`config.mk`:
```
export PLATFORM = sky130hd
export DESIGN_NAME = uart_tx
export DESIGN_NICKNAME = d
export VERILOG_FILES = /design/src/rtl/uart_tx.sv
export SDC_FILE = /design/constraint.sdc
export NUM_CORES = 1
export LEC_CHECK = 0
export CAP_MARGIN = 25
export CORE_MARGIN = 5
export CORE_UTILIZATION = 32
export CTS_CLUSTER_DIAMETER = 40
export DETAILED_ROUTE_END_ITERATION = 8
export PLACE_DENSITY_LB_ADDON = 0.25
export RECOVER_POWER = 50
export SETUP_SLACK_MARGIN = 0.4
export SLEW_MARGIN = 20
export SYNTH_ARGS = -nofsm -noshare
export SYNTH_HDL_FRONTEND = slang
export SYNTH_SLANG_ARGS = --single-unit
```
`constraint.sdc`:
```
create_clock -name i_clk -period 6.3 [get_ports i_clk]
set_input_delay 0.945 -clock i_clk [delete_from_list [all_inputs] [get_ports i_clk]]
set_output_delay 0.945 -clock i_clk [all_outputs]
set_load 0.02 [all_outputs]
```
`src/rtl/uart_tx.sv`:
```
// uart_tx: buffered UART transmitter.
// Words enter a small FIFO through a write strobe. Each word is sent as a
// start bit, DATA_BITS data bits LSB first, an optional parity bit, and one
// or two stop bits. Frames run back-to-back while the FIFO holds data.
module uart_tx #(
  parameter int CLOCK_RATE     = 50000000,
  parameter int BAUD_RATE      = 9600,
  parameter int DATA_BITS      = 8,
  parameter int CYCLES_PER_BIT = CLOCK_RATE / BAUD_RATE,
  parameter int FIFO_DEPTH     = 4,
  parameter int PARITY_EN      = 0,
  parameter int PARITY_ODD     = 0,
  parameter int STOP_BITS      = 1
) (
  input  logic                          i_clk,
  input  logic                          i_rst_n,
  input  logic [DATA_BITS-1:0]          i_data,
  input  logic                          i_write,
  output logic                          o_full,
  output logic [$clog2(FIFO_DEPTH):0]   o_count,
  output logic                          o_busy,
  output logic                          o_tx_w
);

  localparam int PTR_W  = $clog2(FIFO_DEPTH);
  localparam int CNT_W  = PTR_W + 1;
  localparam int BAUD_W = $clog2(CYCLES_PER_BIT);
  localparam int IDX_W  = (DATA_BITS > 1) ? $clog2(DATA_BITS) : 1;

  localparam logic [BAUD_W-1:0] BAUD_RELOAD = BAUD_W'(CYCLES_PER_BIT - 1);
  localparam logic [IDX_W-1:0]  LAST_IDX    = IDX_W'(DATA_BITS - 1);
  localparam logic [CNT_W-1:0]  DEPTH_CNT   = CNT_W'(FIFO_DEPTH);

  typedef enum logic [2:0] {
    S_IDLE,
    S_START,
    S_DATA,
    S_PARITY,
    S_STOP
  } state_t;

  // FIFO storage and bookkeeping
  logic [DATA_BITS-1:0] mem_q [FIFO_DEPTH];
  logic [PTR_W-1:0]     wr_ptr_q;
  logic [PTR_W-1:0]     rd_ptr_q;
  logic [CNT_W-1:0]     count_q;
  logic [CNT_W-1:0]     count_d;
  logic                 full_q;

  // Serialiser state
  state_t               state_q;
  logic [BAUD_W-1:0]    baud_q;
  logic [IDX_W-1:0]     idx_q;
  logic                 stop_q;
  logic [DATA_BITS-1:0] shift_q;
  logic                 parity_q;
  logic                 tx_q;
  logic                 busy_q;

  // Handshake between FIFO and serialiser
  logic                 push;
  logic                 pop;
  logic                 bit_end;
  logic                 last_stop;
  logic [DATA_BITS-1:0] head;

  // Decide push/pop for this edge and the resulting word count.
  always_comb begin
    bit_end   = (baud_q == '0);
    last_stop = (STOP_BITS == 1) ? 1'b1 : stop_q;
    head      = mem_q[rd_ptr_q];
    // A write while full is dropped even if a pop frees a slot on this edge.
    push      = i_write && !full_q;
    pop       = 1'b0;
    if (count_q != '0) begin
      if (state_q == S_IDLE) begin
        pop = 1'b1;
      end else if (state_q == S_STOP && bit_end && last_stop) begin
        pop = 1'b1;
      end
    end
    count_d = count_q;
    case ({push, pop})
      2'b10:   count_d = count_q + CNT_W'(1);
      2'b01:   count_d = count_q - CNT_W'(1);
      default: count_d = count_q;
    endcase
  end

  // FIFO data array; contents need no reset because count gates every read.
  always_ff @(posedge i_clk) begin
    if (push) begin
      mem_q[wr_ptr_q] <= i_data;
    end
  end

  // FIFO pointers, occupancy and full flag.
  always_ff @(posedge i_clk or negedge i_rst_n) begin
    if (!i_rst_n) begin
      wr_ptr_q <= '0;
      rd_ptr_q <= '0;
      count_q  <= '0;
      full_q   <= 1'b0;
    end else begin
      if (push) begin
        wr_ptr_q <= wr_ptr_q + PTR_W'(1);
      end
      if (pop) begin
        rd_ptr_q <= rd_ptr_q + PTR_W'(1);
      end
      count_q <= count_d;
      full_q  <= (count_d == DEPTH_CNT);
    end
  end

  // Frame FSM with baud timing and registered line/busy outputs.
  always_ff @(posedge i_clk or negedge i_rst_n) begin
    if (!i_rst_n) begin
      state_q  <= S_IDLE;
      baud_q   <= BAUD_RELOAD;
      idx_q    <= '0;
      stop_q   <= 1'b0;
      shift_q  <= '0;
      parity_q <= 1'b0;
      tx_q     <= 1'b1;
      busy_q   <= 1'b0;
    end else begin
      case (state_q)
        S_IDLE: begin
          baud_q <= BAUD_RELOAD;
          tx_q   <= 1'b1;
          if (pop) begin
            shift_q  <= head;
            parity_q <= (PARITY_ODD != 0) ? ~^head : ^head;
            state_q  <= S_START;
            tx_q     <= 1'b0;
            busy_q   <= 1'b1;
          end
        end

        S_START: begin
          if (bit_end) begin
            baud_q  <= BAUD_RELOAD;
            idx_q   <= '0;
            state_q <= S_DATA;
            tx_q    <= shift_q[0];
          end else begin
            baud_q <= baud_q - BAUD_W'(1);
          end
        end

        S_DATA: begin
          if (bit_end) begin
            baud_q <= BAUD_RELOAD;
            if (idx_q == LAST_IDX) begin
              if (PARITY_EN != 0) begin
                state_q <= S_PARITY;
                tx_q    <= parity_q;
              end else begin
                state_q <= S_STOP;
                stop_q  <= 1'b0;
                tx_q    <= 1'b1;
              end
            end else begin
              idx_q   <= idx_q + IDX_W'(1);
              shift_q <= {1'b0, shift_q[DATA_BITS-1:1]};
              tx_q    <= shift_q[1];
            end
          end else begin
            baud_q <= baud_q - BAUD_W'(1);
          end
        end

        S_PARITY: begin
          if (bit_end) begin
            baud_q  <= BAUD_RELOAD;
            state_q <= S_STOP;
            stop_q  <= 1'b0;
            tx_q    <= 1'b1;
          end else begin
            baud_q <= baud_q - BAUD_W'(1);
          end
        end

        S_STOP: begin
          if (bit_end) begin
            baud_q <= BAUD_RELOAD;
            if (!last_stop) begin
              stop_q <= 1'b1;
            end else if (pop) begin
              // Next word is already queued: go straight to its start bit.
              shift_q  <= head;
              parity_q <= (PARITY_ODD != 0) ? ~^head : ^head;
              state_q  <= S_START;
              tx_q     <= 1'b0;
            end else begin
              state_q <= S_IDLE;
              tx_q    <= 1'b1;
              busy_q  <= 1'b0;
            end
          end else begin
            baud_q <= baud_q - BAUD_W'(1);
          end
        end

        default: begin
          state_q <= S_IDLE;
          baud_q  <= BAUD_RELOAD;
          tx_q    <= 1'b1;
          busy_q  <= 1'b0;
        end
      endcase
    end
  end

  assign o_full  = full_q;
  assign o_count = count_q;
  assign o_busy  = busy_q;
  assign o_tx_w  = tx_q;

endmodule

```
==> out/results.tsv, run 1 <==
metric	value	unit
status	finished with violations	
violations	max-capacitance violations, max-slew violations	
ir_worst_vdd	0.1453	mV
grt_pass1_vias	2095	
whs_endpoint	baud_q[0]	
stdcell_area	0.003720	sq mm
fin_ws	3.161	ns
syn_area	0.003244	sq mm
drt_iter0_markers	81	
crit_path_cell_trace	inv_1 > ha_1 > nor4b_1 > a31oi_1 > clkbuf_1 > nor2_2 > ha_1 > fa_1 > xnor2_1 > nor2_1 > xor2_1 > nor3b_1	
drive_gt1_frac	0.1654	
grt_max_degree	38	
synth-seq-area-share	0.5847	
syn_avg_cell_area	13.30	sq um
top_layer_used	met4	
numClockSinks	69	
clockBufferDepth	2	
leakagePower	1.351	nW
hold_start	baud_q[0]	
grt_pass1_wl	10580	um
cpMostUsedCell	ha_1	
die_x	110.7	um
tns	0	ns
ant_nets	0	
row_count	36	
antenna_found_initial	0	
tritoncts	done	
start_util	0.3304	
finalCritPeriodShare	0.4982	
async_reset_ff_frac	0.5362	
vias	1972	
cp.required	6.57	ns
core-area	0.009819	sq mm
hold_ws	0.4682	ns
rsz0062_at_grt	false	
htree_levels	3	
drv_slew	38	
cts-root-buf	clkbuf_8	
post_drt_wl_per_cell	15.67	um
grt-ovfl-total	0	
io-pin-count	17	
fp.dieH	110.7	um
post-cts-setup-buffers	0	
track_usage	0.1078	
maxCapViolations	1	
reg2reg_from	baud_q[0]	
setup_viol	0	
die-area	0.01225	sq mm
clkTransAtPathRegs	0.08	ns
wl_met2	2940	um
powerDensity	404.1	mW/mm^2
min_period	3.139	ns
clock_skew	0.009572	ns
clock_latency	0.35	ns
final_util	0.3788	
r2r_end	o_full	
areaGrowthSynthToFinish	14.65	%
max_slew_margin	-0.3508	
path_max_fanout	8	
synth-main-ff-cell	edfxtp_1	
cts_resized	0	
syn_nets	265	
finalNetCount	282	
min_delay_path_depth	1	
reg2reg_depth	12	
wl_met1	2997	um
slowest_stage	dfstp_2	
place_congestion	0.7173	
worst_path_largest_cell_delay	0.55	ns
vias_per_cell	4.942	
start_kind	flop	
dp_hpwl	4129	um
critPathKind	flop to flop	
hp-class	flop to flop	
synth_seq_cells	69	
cts_hold_buf	0	
ff2ff_setup_slack	3.16	ns
worst_ep_arrival_time	3.41	ns
critPathLaunch	baud_q[0]	
yosysWarnings	0	
cts_made_buffers	9	
routed_wl	6252	um
max_freq	0.3186	GHz
diodes	0	
finalHoldViolCount	0	
dp_slack	3.054	ns
yosysTopAreaCell	edfxtp_1	
fillers	982	
syn_inst	244	
synth_top_area_frac	0.2962	
drc	0	
synth_area_leaders	edfxtp_1 30%, dfrtp_1 22%, dfstp_2 6.5%	
end_kind	flop	
worstMarginPinSlew	2.026	ns
placed_cell_area	0.003520	sq mm
wl_met3	237	um
yosys.cell_types.count	51	
dr.pass1.iters	4	
port_buffers	16	
synth_edf_count	32	
[metrics by stage]
stage,instances,total power [mW]
after floorplan,244,1.023
after global placement,382,1.147
after detailed placement,382,1.158
after CTS,398,1.526
after global routing,399,1.602
final,399,1.503
[cells in the final DEF, fill, tap and decap left out, types with 2 or more instances in the layout]
cell type        count
edfxtp_1            32
dfrtp_1             29
nor2_1              15
nand2_1             15
a211oi_1            14
xnor2_1             11
nor3_1              11
ha_1                 9
clkbuf_8             9
dlygate4sd3_1        9
mux4_2               8
o32ai_1              8
dfstp_2              8
inv_1                7
xor2_1               7
clkdlybuf4s50_1      6
a21oi_1              5
nand3_1              4
nand2b_1             4
and2_1               4
nor4_1               3
o21ai_0              3
clkinvlp_4           3
or4_1                2
nor3b_1              2
mux2_2               2
a31oi_1              2
o2111ai_1            2
and4_1               2
a21o_1               2
inv_6                2
clkbuf_1             2
[report_power, final]
group,internal (mW),switching (mW)
Sequential,0.615,0.120
Clock,0.184,0.179
Combinational,0.203,0.202
Total,1.00,0.501
[metal layers]
metal / up-vias / GRT usage
li1: 954 / -
met1: 979 / 0.1379
met2: 31 / 0.1711
met3: 8 / 0.03330
met4: 0 / 0.04187
met5: - / 0
[state kept, by name, summed over array words and instances (netlist names), 2 cells and up]
signal,flops
state_q,3
rd_ptr_q,2
baud_q,13
mem_q,32
shift_q,8
idx_q,3
wr_ptr_q,2
o_count,3
[logic make-up after synthesis]
logic type / synth area share
AND/OR/NAND/NOR: 0.1300
AO/OA/AOI/OAI: 0.1072
flip-flops: 0.5847
buffers and inverters: 0.02623
multiplexers: 0.06247
XOR/XNOR: 0.04859
adder cells (fa/ha/maj): 0.04088
[worst max-delay path: cells and delay by family (launching register included)]
family          cells  cell delay (ns)
buf+inv             2             0.46
flops               1             0.55
simple gates        4             0.58
fa+ha+maj           3             0.82
compound gates      1             0.33
xor+xnor            2             0.31
[synthesized netlist by cell type (8+ instances only)]
cell	n
nor2_1	15
nor3_1	12
a211oi_1	14
edfxtp_1	32
mux4_2	8
dfrtp_1	29
xnor2_1	11
dfstp_2	8
nand2_1	15
o32ai_1	8
ha_1	9
[area by class of cell]
type | count | area, sq um | share of cell area
clock inverter | 7 | 73.82 | 0.01985
sequential | 69 | 1897 | 0.5099
clock buffer | 9 | 123.9 | 0.03330
inverter | 7 | 26.28 | 0.007064
multi-input combinational | 156 | 1267 | 0.3407
tap | 133 | 166.4 | 0.04474
timing repair buffer | 18 | 165.2 | 0.04440
[worst max path at each step]
stage,end,slack [ns],cells after the start
6_report,o_full,3.16,12
3_3_place_gp,o_full,3.14,9
3_5_place_dp,o_full,3.05,9
4_1_cts,o_full,3.09,11
2_1_floorplan,o_full,3.65,8
5_1_grt,o_full,3.01,12
No activity file was read; power rests on OpenSTA's default activity.
==> run 2: changes to the inputs <==
- clock period: 6.3 -> 2.59 ns (I/O delays scaled with it)
==> out/results.tsv, run 2 (synthesis results as in run 1) <==
metric	value	unit	change
path_max_fanout	2		-6
largest_register_ffs	32		unchanged
cts-root-buf	clkbuf_8		
vias_per_cell	4.940		about the same
vias	2060		+4.5%
clockPowerShare	0.223		-0.019
reg2reg_depth	11		-1
cts_made_buffers	9		unchanged
p_sw	1.340	mW	+170%
grt_pass1_vias	2126		+1.5%
clock_skew	0.009766	ns	+0.0001947 ns
areaGrowthSynthToFinish	21.64	%	
worst_ep_arrival_time	2.62	ns	-0.79 ns
fp.dieH	110.7	um	unchanged
grt_max_degree	38		unchanged
finalNetCount	300		+6.4%
p_sw_frac	0.3513		+0.01773
reg2reg_from	baud_q[1]		
powerDensity	966.5	mW/mm^2	+140%
drive_gt1_frac	0.2641		+0.09867
die-area	0.01225	sq mm	unchanged
routed_wl	6497	um	+3.9%
tritoncts	done		
internal_power	2.474	mW	+150%
pwr-share-comb	0.303		+0.033
numClockSinks	69		unchanged
post_drt_wl_per_cell	15.58	um	-0.57%
drv_slew	38		unchanged
violations	max-capacitance violations, max-slew violations		
status	finished with violations		
htree_levels	3		unchanged
dr.pass1.iters	4		unchanged
end_kind	flop		
start_kind	flop		
critPathKind	flop to flop		
die_x	110.7	um	unchanged
tns	0	ns	unchanged
hold_ws	0.4884	ns	+0.02021 ns
clock_latency	0.36	ns	about the same
clockBufferDepth	2		unchanged
port_buffers	16		unchanged
reg_top3	mem_q (32), baud_q (13), shift_q (8)		
seqPwrFrac	0.475		-0.014
io-pin-count	17		unchanged
fillers	982		unchanged
drc	0		unchanged
dp_hpwl	4322	um	+4.7%
ff2ff_setup_slack	0.25	ns	-2.91 ns
antenna_found_initial	0		unchanged
place_congestion	0.7536		+5.1%
track_usage	0.1130		+0.005158
largest_register	mem_q		
setup_viol	0		unchanged
ir_worst_vdd	0.4997	mV	+240%
row_count	36		unchanged
core-area	0.009819	sq mm	unchanged
max_freq	0.4280	GHz	+34%
diodes	0		unchanged
start_util	0.3304		unchanged
min_delay_path_depth	1		unchanged
r2r_end	o_full		
finalCritPeriodShare	0.9021		+0.4038
grt-ovfl-total	0		unchanged
final_common_cell	edfxtp_1		
worstMarginPinSlew	2.067	ns	+0.04105 ns
max_slew_margin	-0.3782		-0.02737
cts_hold_buf	0		unchanged
leakagePower	1.459	nW	+8.0%
hp-class	flop to flop		
whs_endpoint	idx_q[1]		
grt_pass1_wl	10990	um	+3.8%
ant_nets	0		unchanged
hold_start	idx_q[1]		
finalHoldViolCount	0		unchanged
clkTransAtPathRegs	0.08	ns	about the same
drt_iter0_markers	103		+27%
layout_common_cells	32 x edfxtp_1, 29 x dfrtp_1, 19 x buf_4		
rsz0062_at_grt	true		
min_period	2.336	ns	-0.8026 ns
maxCapViolations	1		unchanged
cp.required	2.88	ns	-3.69 ns
[run 2: repair_timing]
action / in CTS / in global routing
pin swaps: 6 / 1
setup endpoints to repair: 5 / 9
gates resized for setup: 2 / 4
setup buffers: 4 / 4
[run 2: routing by layer]
metal | global-route usage | share of wire
met2 | 0.1650 | 0.44
met5 | 0 | 0
met4 | 0.05255 | 0.017
met1 | 0.1526 | 0.50
met3 | 0.03548 | 0.042
[run 2: how the worst max path moves through the flow]
stage	startpoint	cells after the start	slack (ns)	endpoint
final	baud_q[1]	11	0.25	o_full
after global routing	baud_q[0]	11	0.08	o_full
after CTS	baud_q[1]	11	0.24	o_full
after detailed placement	baud_q[0]	11	0.04	o_full
after global placement	baud_q[0]	11	0.10	o_full
after floorplan	baud_q[0]	12	0.14	o_full
[run 2: stage by stage]
| step | std cells | area (sq um) | util | power [mW] | setup WS, ns |
|---|---|---|---|---|---|
| after floorplan | 244 | 3321 | - | 2.560 | 0.1415 |
| after global placement | 393 | 3671 | 0.3739 | 2.911 | 0.1031 |
| after detailed placement | 393 | 3671 | 0.3739 | 2.930 | 0.03764 |
| after CTS | 413 | 3900 | 0.3972 | 3.828 | 0.2371 |
| after global routing | 417 | 3946 | 0.4019 | 4.069 | 0.07995 |
| final | 417 | 3946 | 0.4019 | 3.814 | 0.2536 |
[run 2: area by class of cell]
cell class | count | area, sq um | share of cell area
clock buffers | 9 | 123.9 | 0.03139
clock inverters | 7 | 65.06 | 0.01649
inverters | 7 | 26.28 | 0.006658
multi-input cells | 156 | 1368 | 0.3465
flip-flops and latches | 69 | 1897 | 0.4807
well taps | 133 | 166.4 | 0.04217
repair buffers | 36 | 300.3 | 0.07609
[run 2: power groups by stage]
stage | registers [mW] | clock network [mW] | logic (mW)
final | 1.81 | 0.849 | 1.15
after CTS | 1.81 | 0.877 | 1.14
after floorplan | 1.75 | 0 | 0.815
after global placement | 1.83 | 0 | 1.09
after detailed placement | 1.83 | 0 | 1.10
after global routing | 1.86 | 0.930 | 1.28
[run 2: worst max-delay path, cell delays in order (launching register included)]
cell and delay (ns):
dfstp_2 0.55, inv_2 0.05, ha_4 0.15, nor4b_4 0.13
a31oi_2 0.25, nor2_4 0.07, ha_4 0.16, fa_2 0.33
xnor2_1 0.13, nor2_1 0.11, xor2_1 0.18, nor3b_2 0.17
==> run 3: changes to the inputs <==
- SLEW_MARGIN: 20 -> 30
==> results of run 3 <==
No change in the layout: final DEF, timing and power equal those of run 2.
==> edit 1, RTL diff (flow settings as in run 2) <==
Change the parameter `PARITY_EN` from 0 to 1.
--- a/src/rtl/uart_tx.sv
+++ b/src/rtl/uart_tx.sv
@@ -8,7 +8,7 @@
   parameter int DATA_BITS      = 8,
   parameter int CYCLES_PER_BIT = CLOCK_RATE / BAUD_RATE,
   parameter int FIFO_DEPTH     = 4,
-  parameter int PARITY_EN      = 0,
+  parameter int PARITY_EN      = 1,
   parameter int PARITY_ODD     = 0,
   parameter int STOP_BITS      = 1
 ) (
Check against the original RTL: no difference found for any inputs over 10 cycles, from zero or initial values and one cycle with i_rst_n low; that may be too few to reach the edited logic, so the function may still have changed.
==> edit 1 against run 2 <==
The flow finishes with violations (max-capacitance violations, max-slew violations, negative setup slack). Design area rose by 2.9%. Count of clock-buffer cells in the layout rose by 1. Worst setup slack got worse by 510 ps. Synthesized area down 2.5%. Critical endpoint unchanged. Maximum frequency down 18%. Largest cell class unchanged. Routed wire length decreased by 12%. Power grew 15%. Sequential cell count is 1 higher.
==> edit 1: results <==
metrics = {
    "layout": {
        "multi_input_combinational_cell_count": 140,
        "clock_buffer_count": 10,
        "ff_latch_area_um2": 1920,
        "post_route_cells_drive_above_1_share_pct": 35.5,
        "number_of_fillers_in_the_final_layout": 910,
        "final-clk-cell-share_pct": 4.87,
        "multi_input_gate_share_of_total_cell_area_pct": 31.6,
        "buffers_excl_clock": 52,
    },
    "global_route": {
        "number_of_global_route_vias_before_repair": 1964,
        "grt_first_pass_wirelength_um": 9830,
    },
    "sta": {
        "worst_pin_slew_ps": 2060,
        "final-max-slew-violation-count": 39,
        "fin_skew_ps": 8.49,
        "whs_ps": 466,
        "timing.final.setup_violations": 11,
        "postLayoutSetupSlackWorst_ps": -258,
    },
    "power_and_ir_drop": {
        "max-vdd-ir-drop_mv": 0.455,
    },
    "placement": {
        "dp.cells": 398,
        "dpl.hpwl_um": 3880,
        "gp_routability_congestion": 0.754,
    },
    "synth": {
        "async_reset_ff_share_pct": 54.3,
        "ys_types": 43,
        "synth_area_leaders": "sky130_fd_sc_hd__edfxtp_1 (30%), sky130_fd_sc_hd__dfrtp_1 (24%), sky130_fd_sc_hd__dfstp_2 (6.6%)",
        "synth_area_per_cell_um2": 13.9,
        "synth_seq_area_share_pct": 60.8,
    },
    "drt": {
        "drt_iter0_drc": 86,
    },
    "flow_run": {
        "maxCapViolations": 1,
    },
    "hold_path": {
        "min_delay_worst_endpoint": "baud_q[12]",
        "min_from": "baud_q[12]",
    },
    "worst_setup_path": {
        "critical_path.startpoint": "baud_q[4]",
        "reg2reg_depth": 9,
    },
    "outcome": {
        "run_status": "finished, violations left",
        "failed_checks": "max-capacitance violations, max-slew violations, negative setup slack",
    },
}
edit 1: cell count changes after synthesis, moves of 3 or more:
cell and delta:
sky130_fd_sc_hd__o32ai_1 -8, sky130_fd_sc_hd__nor3_1 -8, sky130_fd_sc_hd__o21ai_0 +3, sky130_fd_sc_hd__xnor2_1 +9, sky130_fd_sc_hd__o2bb2ai_1 +3, sky130_fd_sc_hd__mux2_2 +14
sky130_fd_sc_hd__nand2b_1 -3, sky130_fd_sc_hd__xor2_1 -4, sky130_fd_sc_hd__a211oi_1 -14
edit 1: repair_timing:
item / CTS / global route
pin swaps: 5 / 3
gates resized for setup: 14 / 2
endpoints found under the setup margin: 21 / 35
gates cloned: 0 / 0
hold buffers: 0 / 0
setup buffers: 5 / 1
edit 1: layer usage:
layer | up-vias | wire [um] | global-route usage, % | part of all wire (%)
li1 | 926 | - | - | -
met1 | 946 | 2780 | 14.2 | 48
met2 | 19 | 2690 | 16.4 | 47
met3 | 11 | 161 | 3.41 | 2.8
met4 | 0 | 106 | 5.88 | 1.9
met5 | - | 0 | 0 | 0
edit 1: worst max-delay path: stages, from the launching register on:
cell,delay (ps)
sky130_fd_sc_hd__dfstp_2,370
sky130_fd_sc_hd__or4_4,530
sky130_fd_sc_hd__or4b_4,560
sky130_fd_sc_hd__a21oi_4,160
sky130_fd_sc_hd__nand2_2,80
sky130_fd_sc_hd__inv_2,70
sky130_fd_sc_hd__ha_4,140
sky130_fd_sc_hd__fa_1,380
sky130_fd_sc_hd__mux2_4,300
sky130_fd_sc_hd__nor3b_4,180
edit 1: report_power, final:
group          switching (W)  total [W]  internal [W]
Clock               0.000429   0.000878      0.000449
Combinational       0.000785    0.00180       0.00101
Sequential          0.000189    0.00172       0.00153
Total                0.00140    0.00439       0.00299
edit 1: cells by family (layout without fill, tap and decap cells):
logic type               after synthesis  after routing  synth area share, %
XOR/XNOR                              23             23                 6.37
AO/OA/AOI/OAI                         23             23                 5.26
multiplexers                          26             26                 12.1
flip-flops                            70             70                 60.8
buffers and inverters                 17             77                 2.06
AND/OR/NAND/NOR                       59             59                 9.66
adder cells (fa/ha/maj)                9              9                 3.80
edit 1: how the worst max path moves through the flow:
stage,endpoint,slack [ps],cells after the start
6_report,o_full,-260,9
5_1_grt,o_full,-370,13
4_1_cts,o_full,-250,9
3_5_place_dp,o_full,-240,9
3_3_place_gp,o_full,-180,9
2_1_floorplan,o_full,-320,10
edit 1: through the flow:
step	util [%]	total power (W)	instance area [um^2]
CTS	41.7	0.00442	4040
finish	41.9	0.00439	4060
global route	41.9	0.00472	4060
detailed placement	38.7	0.00342	3750
global placement	38.7	0.00339	3750
floorplan	-	0.00285	3220
==> edit 2, RTL diff (flow settings as in run 2) <==
Made on the original files. Register the output `o_count` once more; this adds one clock of latency there. The other outputs are not delayed to match.
--- a/src/rtl/uart_tx.sv
+++ b/src/rtl/uart_tx.sv
@@ -214,7 +214,9 @@
   end
 
   assign o_full  = full_q;
-  assign o_count = count_q;
+  always_ff @(posedge i_clk) begin
+    o_count <= count_q;
+  end
   assign o_busy  = busy_q;
   assign o_tx_w  = tx_q;
 
Function: changed (a bounded check fails within 4 cycles, from zero or initial values and one cycle with i_rst_n low).
==> edit 2 against run 2 <==
The flow still finishes with violations (max-capacitance violations, max-slew violations). Highest routed layer unchanged. Design area decreased by 1.8%. Non-clock buffer count up 1. Clock power grew 6.7%. Routed wire length shrank 15%. Core utilization shrank 0.37 points. Power is 3.3% higher. Synthesized area decreased by 1.9%. Worst hold slack lost 56 ps. Cell count down 5.5%. Largest power group unchanged. Worst setup slack lost 23 ps. Maximum frequency down 0.96%. Synthesized cell count decreased by 13%. Sequential cell count up 3.
==> edit 2: results <==
metrics = {
    "global_route": {
        "grt_first_pass_wirelength_um": 9530,
        "antenna_found_initial": 0,
        "pin_count_of_the_biggest_net_entering_global_routing": 38,
        "number_of_global_route_vias_before_repair": 1900,
        "groute.usage.overall_pct": 10.6,
    },
    "outcome": {
        "failed_checks": "max-capacitance violations, max-slew violations",
        "run_status": "finished, violations left",
    },
    "clock_tree": {
        "cts-buffers-inserted": 9,
        "clock_insertion_delay_worst_skew_ps": 350,
        "ctsHtreeMaxLevel": 3,
        "cell_chosen_for_the_clock_root": "sky130_fd_sc_hd__clkbuf_8",
        "cts_max_path_buffers": 2,
    },
    "worst_setup_path": {
        "timing.critical_path.slowest_stage_cell": "sky130_fd_sc_hd__dfstp_2",
        "critical_path_arrival_ps": 2630,
        "cpLargestDelayFamily": "adder cells",
        "critical_path.max_fanout": 2,
    },
    "synth": {
        "ys_types": 44,
        "synth_cells": 213,
        "synth-compound-area-share_pct": 4.24,
        "async_reset_ff_share_pct": 51.4,
        "ys_top_cells_by_count": "sky130_fd_sc_hd__edfxtp_1 (32), sky130_fd_sc_hd__dfrtp_1 (29), sky130_fd_sc_hd__nor2_1 (14)",
        "postSynthNetCount": 234,
        "synth-edff-count": 32,
        "synth_seq_area_share_pct": 61.5,
        "synth_adder_area_share_pct": 4.17,
        "synth_area_leaders": "sky130_fd_sc_hd__edfxtp_1 (30%), sky130_fd_sc_hd__dfrtp_1 (23%), sky130_fd_sc_hd__dfstp_2 (6.6%)",
        "synth_xor_area_share_pct": 4.68,
        "share_of_synthesized_area_spent_on_multiplexers_pct": 12.7,
    },
    "flow_run": {
        "maxCapViolations": 1,
    },
    "drt": {
        "detailroute.via_count": 1767,
        "first_pass_iters": 4,
        "drt-wirelength-per-cell_um": 14.0,
        "drt_iter0_drc": 72,
    },
    "power_and_ir_drop": {
        "power.leakage_nw": 1.50,
        "switching_share_pct": 31.0,
        "max-vdd-ir-drop_mv": 0.430,
    },
    "layout": {
        "finalNetCount": 277,
        "post_route_cells_drive_above_1_share_pct": 33.0,
        "n_antenna_cell": 0,
        "layout.cells.non_filler": 394,
    },
    "placement": {
        "gp_routability_congestion": 0.761,
        "dp.cells": 365,
        "dpl.hpwl_um": 3630,
        "place.port_buffers": 16,
    },
    "sta": {
        "fin_skew_ps": 9.38,
        "headroom_to_the_max_slew_limit_pct": -34.8,
        "final-max-slew-violation-count": 38,
    },
    "hold_path": {
        "hp-class": "flip-flop to flip-flop",
    },
}
edit 2: per-layer routing:
| metal | up-vias | GRT usage, % | part of all wire [%] | wire length, um |
|---|---|---|---|---|
| li1 | 861 | - | - | - |
| met1 | 868 | 13.7 | 48 | 2650 |
| met2 | 27 | 16.4 | 46 | 2550 |
| met3 | 11 | 2.52 | 3.1 | 172 |
| met4 | 0 | 5.61 | 2.6 | 144 |
| met5 | - | 0 | 0 | 0 |
edit 2: final cells by class:
type,count,area (um^2)
Timing Repair Buffer,37,308
Multi-Input combinational cell,129,1210
Clock buffer,9,124
Fill cell,965,5860
Tap cell,133,166
Sequential cell,72,1960
Clock inverter,7,80.1
Inverter,7,26.3
edit 2: timing repair:
item	CTS	global route
pin swaps	8	0
resized for setup	3	2
hold buffers	0	0
buffers inserted	9	4
setup endpoints to repair	3	11
edit 2: metrics by stage:
stage / worst slack (ps) / instance area (um^2)
floorplan: 215 / 3210
CTS: 245 / 3840
global route: 97.4 / 3870
global placement: 124 / 3560
detailed placement: 80.7 / 3560
finish: 231 / 3870
edit 2: final timing paths:
kind	cells past startpoint	from	slack, ps	endpoint
min in group asynchronous	1	i_rst_n	610	baud_q[7]
min	0	count_q[2]	430	o_count[2]
max reg2reg	11	baud_q[0]	230	o_full
max in group asynchronous	1	i_rst_n	820	state_q[2]
max	11	baud_q[0]	230	o_full
min reg2reg	0	count_q[2]	430	o_count[2]
edit 2: power groups by stage:
| stage | Sequential [W] | Combinational, W | Clock [W] |
|---|---|---|---|
| after floorplan | 0.00178 | 0.000859 | 0 |
| after global placement | 0.00183 | 0.00113 | 0 |
| after detailed placement | 0.00183 | 0.00114 | 0 |
| after CTS | 0.00181 | 0.00122 | 0.000930 |
| after global routing | 0.00186 | 0.00136 | 0.000984 |
| final | 0.00180 | 0.00123 | 0.000906 |
